===== src/rtl/alu_issue_ctrl.sv =====
// Issue-side controller for the registered 32-bit ALU: decodes RISC-V OP/OP-IMM requests,
// holds ALU operands while the ALU settles, then returns a tagged valid/ready response.
module alu_issue_ctrl #(
  parameter int unsigned TAG_W   = 4,
  parameter int unsigned ALU_LAT = 1
) (
  input  logic             clk,
  input  logic             reset,
  input  logic             req_valid,
  output logic             req_ready,
  input  logic [2:0]       req_funct3,
  input  logic             req_funct7b5,
  input  logic             req_is_imm,
  input  logic [31:0]      req_rs1,
  input  logic [31:0]      req_rs2,
  input  logic [31:0]      req_imm,
  input  logic [TAG_W-1:0] req_tag,
  output logic [31:0]      alu_A,
  output logic [31:0]      alu_B,
  output logic [3:0]       alu_control,
  input  logic [31:0]      alu_result,
  input  logic             alu_Z,
  input  logic             alu_N,
  input  logic             alu_C,
  input  logic             alu_V,
  output logic             rsp_valid,
  input  logic             rsp_ready,
  output logic [31:0]      rsp_result,
  output logic [3:0]       rsp_flags,
  output logic [TAG_W-1:0] rsp_tag,
  output logic             rsp_illegal
);

  localparam int unsigned CTRL_W = 4;
  localparam int unsigned CNT_W  = 3;

  localparam logic [CTRL_W-1:0] CTRL_ADD  = 4'b0000;
  localparam logic [CTRL_W-1:0] CTRL_SUB  = 4'b0001;
  localparam logic [CTRL_W-1:0] CTRL_OR   = 4'b0010;
  localparam logic [CTRL_W-1:0] CTRL_AND  = 4'b0011;
  localparam logic [CTRL_W-1:0] CTRL_XOR  = 4'b0100;
  localparam logic [CTRL_W-1:0] CTRL_SLL  = 4'b0101;
  localparam logic [CTRL_W-1:0] CTRL_SRL  = 4'b0110;
  localparam logic [CTRL_W-1:0] CTRL_SLT  = 4'b0111;
  localparam logic [CTRL_W-1:0] CTRL_SLTU = 4'b1000;

  typedef enum logic [1:0] {
    IDLE = 2'b00,
    WAIT = 2'b01,
    CAPT = 2'b10,
    RESP = 2'b11
  } state_t;

  state_t            state;
  logic [CNT_W-1:0]  wait_cnt;
  logic [CTRL_W-1:0] dec_control;
  logic              dec_illegal;
  logic              accept;

  // funct3/funct7b5 decode; SRA and SLL-with-bit30 have no ALU encoding
  always_comb begin
    dec_control = CTRL_ADD;
    dec_illegal = 1'b0;
    case (req_funct3)
      3'b000: dec_control = (req_funct7b5 && !req_is_imm) ? CTRL_SUB : CTRL_ADD;
      3'b001: begin
        dec_control = CTRL_SLL;
        dec_illegal = req_funct7b5;
      end
      3'b010: dec_control = CTRL_SLT;
      3'b011: dec_control = CTRL_SLTU;
      3'b100: dec_control = CTRL_XOR;
      3'b101: begin
        dec_control = CTRL_SRL;
        dec_illegal = req_funct7b5;
      end
      3'b110: dec_control = CTRL_OR;
      3'b111: dec_control = CTRL_AND;
      default: begin
        dec_control = CTRL_ADD;
        dec_illegal = 1'b1;
      end
    endcase
  end

  assign req_ready = (state == IDLE) && !reset;
  assign accept    = req_valid && req_ready;

  // Control FSM; ALU inputs only move on a legal accept so the ALU stays quiet otherwise
  always_ff @(posedge clk or posedge reset) begin
    if (reset) begin
      state       <= IDLE;
      wait_cnt    <= '0;
      alu_A       <= '0;
      alu_B       <= '0;
      alu_control <= '0;
      rsp_valid   <= 1'b0;
      rsp_result  <= '0;
      rsp_flags   <= '0;
      rsp_tag     <= '0;
      rsp_illegal <= 1'b0;
    end else begin
      case (state)
        IDLE: begin
          if (accept) begin
            rsp_tag     <= req_tag;
            rsp_illegal <= dec_illegal;
            rsp_result  <= '0;
            rsp_flags   <= '0;
            if (dec_illegal) begin
              rsp_valid <= 1'b1;
              state     <= RESP;
            end else begin
              alu_A       <= req_rs1;
              alu_B       <= req_is_imm ? req_imm : req_rs2;
              alu_control <= dec_control;
              wait_cnt    <= CNT_W'(ALU_LAT);
              state       <= WAIT;
            end
          end
        end
        WAIT: begin
          if (wait_cnt == '0) begin
            state <= CAPT;
          end else begin
            wait_cnt <= wait_cnt - CNT_W'(1);
          end
        end
        CAPT: begin
          rsp_result <= alu_result;
          rsp_flags  <= {alu_Z, alu_N, alu_C, alu_V};
          rsp_valid  <= 1'b1;
          state      <= RESP;
        end
        RESP: begin
          if (rsp_ready) begin
            rsp_valid <= 1'b0;
            state     <= IDLE;
          end
        end
        default: begin
          rsp_valid <= 1'b0;
          state     <= IDLE;
        end
      endcase
    end
  end

endmodule


===== config.mk =====
export PLATFORM = sky130hd
export DESIGN_NAME = alu_issue_ctrl
export DESIGN_NICKNAME = d
export VERILOG_FILES = /design/src/rtl/alu_issue_ctrl.sv
export SDC_FILE = /design/constraint.sdc
export NUM_CORES = 1
export LEC_CHECK = 0
export BUFFER_PORTS_ARGS = -buffer_cell sky130_fd_sc_hd__buf_2
export CORE_ASPECT_RATIO = 1.1
export CORE_MARGIN = 4
export CORE_UTILIZATION = 50
export CTS_BUF_LIST = sky130_fd_sc_hd__clkbuf_4 sky130_fd_sc_hd__clkbuf_8
export DETAILED_ROUTE_END_ITERATION = 8
export PLACE_DENSITY = 0.95
export SLEW_MARGIN = 0
export SYNTH_ARGS = -nofsm -noshare
export SYNTH_HDL_FRONTEND = slang
export SYNTH_SLANG_ARGS = --single-unit

===== constraint.sdc =====
create_clock -name clk -period 8.8 [get_ports clk]
set_input_delay 1.76 -clock clk [delete_from_list [all_inputs] [get_ports clk]]
set_output_delay 1.76 -clock clk [all_outputs]
set_load 0.01 [all_outputs]

==> impl_metrics.ini <==
[place]
gp_congestion = 0.862
placed_area_um2 = 6090
dpl.hpwl_mm = 9.46
place_inst = 721
portBuffers = 255

[timing]
finalSetupViolCount = 0
fin_skew_ps = 7.45
relSlewSlack_pct = 18.7
hold_viol = 0
worst_slew_pin_slew_ps = 1220
rsz0062_at_grt = no
drv_slew = 0
layout_min_cycle_time_ps = 3860
fin_tns_setup_ps = 0
fmax_mhz = 259
fin_crit_sh_pct = 43.9

[grt]
grt_max_degree = 102
grt_pass1_wl_mm = 18.6
first_global_vias = 3885
track_usage_pct = 21.6
grt.overflow.total = 0
antenna_found_initial = 2

[min_path]
hp-class = reg2reg

[clock_network]
post_cts_buffers = 0
cts.sink_count = 115
holdBufCountCts = 0
ctsRootBufferMaster = clkbuf_8
clk_pin_slew_worst_paths_ps = 70
cts_buffers = 17
cts_resized = 0
clock_latency_ps = 420
h-tree-depth = 4
clockBufferDepth = 2
cts_tree = built

[pwr]
power_density_nw_per_um2 = 354
leakagePower_nw = 3.52
ir_worst_vdd_v = 0.000183

[floorplanning]
die_w_um = 101
rows = 37
core_region_area_um2 = 9310
die_h_um = 110
start_util_pct = 51.1
die_area_um2 = 11100
ioPinCount = 256

[routing]
ant_nets = 0
vias_per_cell = 5.13
num_vias = 3858
wl_per_cell_um = 16.5
drtIter0Drc = 130
finalWirelength_mm = 12.4
drcViolationCount = 0
dr.pass1.iters = 4

[layout]
antennaDiodeCount = 0
final_cell_area_um2 = 6450
mostFrequentLayoutCell = buf_2
drive_above_1_share_pct = 52.1
num-nets-final = 775
stdcell_count = 752
layout_common_cells = 255 x buf_2, 115 x dfrtp_1, 39 x nand2_1
synthToLayoutAreaGrowth_pct = 35.5
nFillCells = 690

[synthesis]
syn_inst = 369
synth.cell_area_um2 = 4760
mappedNetlistNets = 521
ys.flop_type = dfrtp_1
ys_seq_elements = 115
yosysSeqAreaShare_pct = 60.5
ys_async_sr_fraction_pct = 100
ys_types = 30
syn_avg_cell_area_um2 = 12.9
synth_edf_count = 0
yosys_warnings = 0

[setup_path]
worst_setup_path_start_kind = primary input
crit_fanout = 4
arrival_ps = 2100
crit_type = in2out
worst_setup_path_end_kind = primary output
required_ps = 7040

[outcome]
status = finished, final reports clean

[job]
cap_violations = 0
[cells by family after synthesis]
kind of cell             share of synthesized area [%]
flip-flops                                        60.5
AO/OA/AOI/OAI                                     11.8
buffers and inverters                             3.42
XOR/XNOR                                         0.184
AND/OR/NAND/NOR                                   5.39
multiplexers                                      16.9
adder cells (fa/ha/maj)                           1.84
[state kept, by name, summed over array words and instances, names as in the netlist]
signal / count
alu_A: 32
alu_B: 32
alu_control: 4
rsp_flags: 4
rsp_illegal: 1
rsp_result: 32
rsp_tag: 4
rsp_valid: 1
state: 2
wait_cnt: 3
[Yosys cell counts, types with 2 or more instances]
master / n / area share [%]
clkbuf_1: 7 / 0.55
buf_2: 13 / 1.4
a22o_1: 37 / 6.8
o21ai_0: 38 / 4.0
nand3b_1: 2 / 0.32
nor2_1: 6 / 0.47
ha_1: 7 / 1.8
a21oi_1: 2 / 0.21
mux2_4: 7 / 2.2
mux2i_1: 36 / 7.6
buf_6: 2 / 0.47
inv_1: 11 / 0.87
mux2_2: 30 / 7.1
nand2_1: 39 / 3.1
dfrtp_1: 115 / 60
nand2b_1: 3 / 0.39
[worst max-delay path: stages]
cell and delay, ps:
buf_2 130, nor2_1 80, buf_2 130
[metal layers]
metal  wire length, um  GRT usage, %  part of all wire, %
met1              4390          24.6                   35
met2              6640          38.1                   54
met3              1060          6.48                  8.6
met4               267          9.02                  2.2
met5                26             0                 0.21
[final timing paths]
kind                            startpoint              to  slack [ps]  cells past startpoint
worst max-delay path                 reset       req_ready        4940                      3
worst min-delay path             alu_B[13]       alu_B[13]         480                      2
worst max register to register    state[0]       alu_A[18]        6140                      6
worst min register to register   alu_B[13]       alu_B[13]         480                      2
max in group asynchronous            reset  rsp_result[15]        6120                      3
min in group asynchronous            reset      rsp_tag[1]        1460                      2
[report_power, final]
| part | leakage, nW | switching [W] | internal, W | total, W |
|---|---|---|---|---|
| combinational | 1.93 | 0.000484 | 0.000435 | 0.000919 |
| sequential | 1.41 | 0.000136 | 0.000785 | 0.000921 |
| clock | 0.174 | 0.000210 | 0.000232 | 0.000442 |
| total | 3.52 | 0.000831 | 0.00145 | 0.00228 |
[stage by stage]
stage / hold WS [ps] / util [%] / setup WS, ps / power, W
global route: 506 / 69.3 / 4910 / 0.00244
floorplan: 496 / - / 4000 / 0.00146
finish: 476 / 69.3 / 4940 / 0.00228
global placement: 459 / 65.4 / 4930 / 0.00180
CTS: 482 / 69.3 / 4940 / 0.00231
detailed placement: 466 / 65.4 / 4940 / 0.00186
[layout make-up]
class	count	area (um^2)	area share [%]
repair buffers	258	1300	20.1
multi-input cells	220	1720	26.7
clock buffers	19	255	3.96
clock inverters	12	109	1.69
inverters	11	43.8	0.679
well taps	117	146	2.27
flip-flops and latches	115	2880	44.6
No activity file was read; power rests on OpenSTA's default activity.
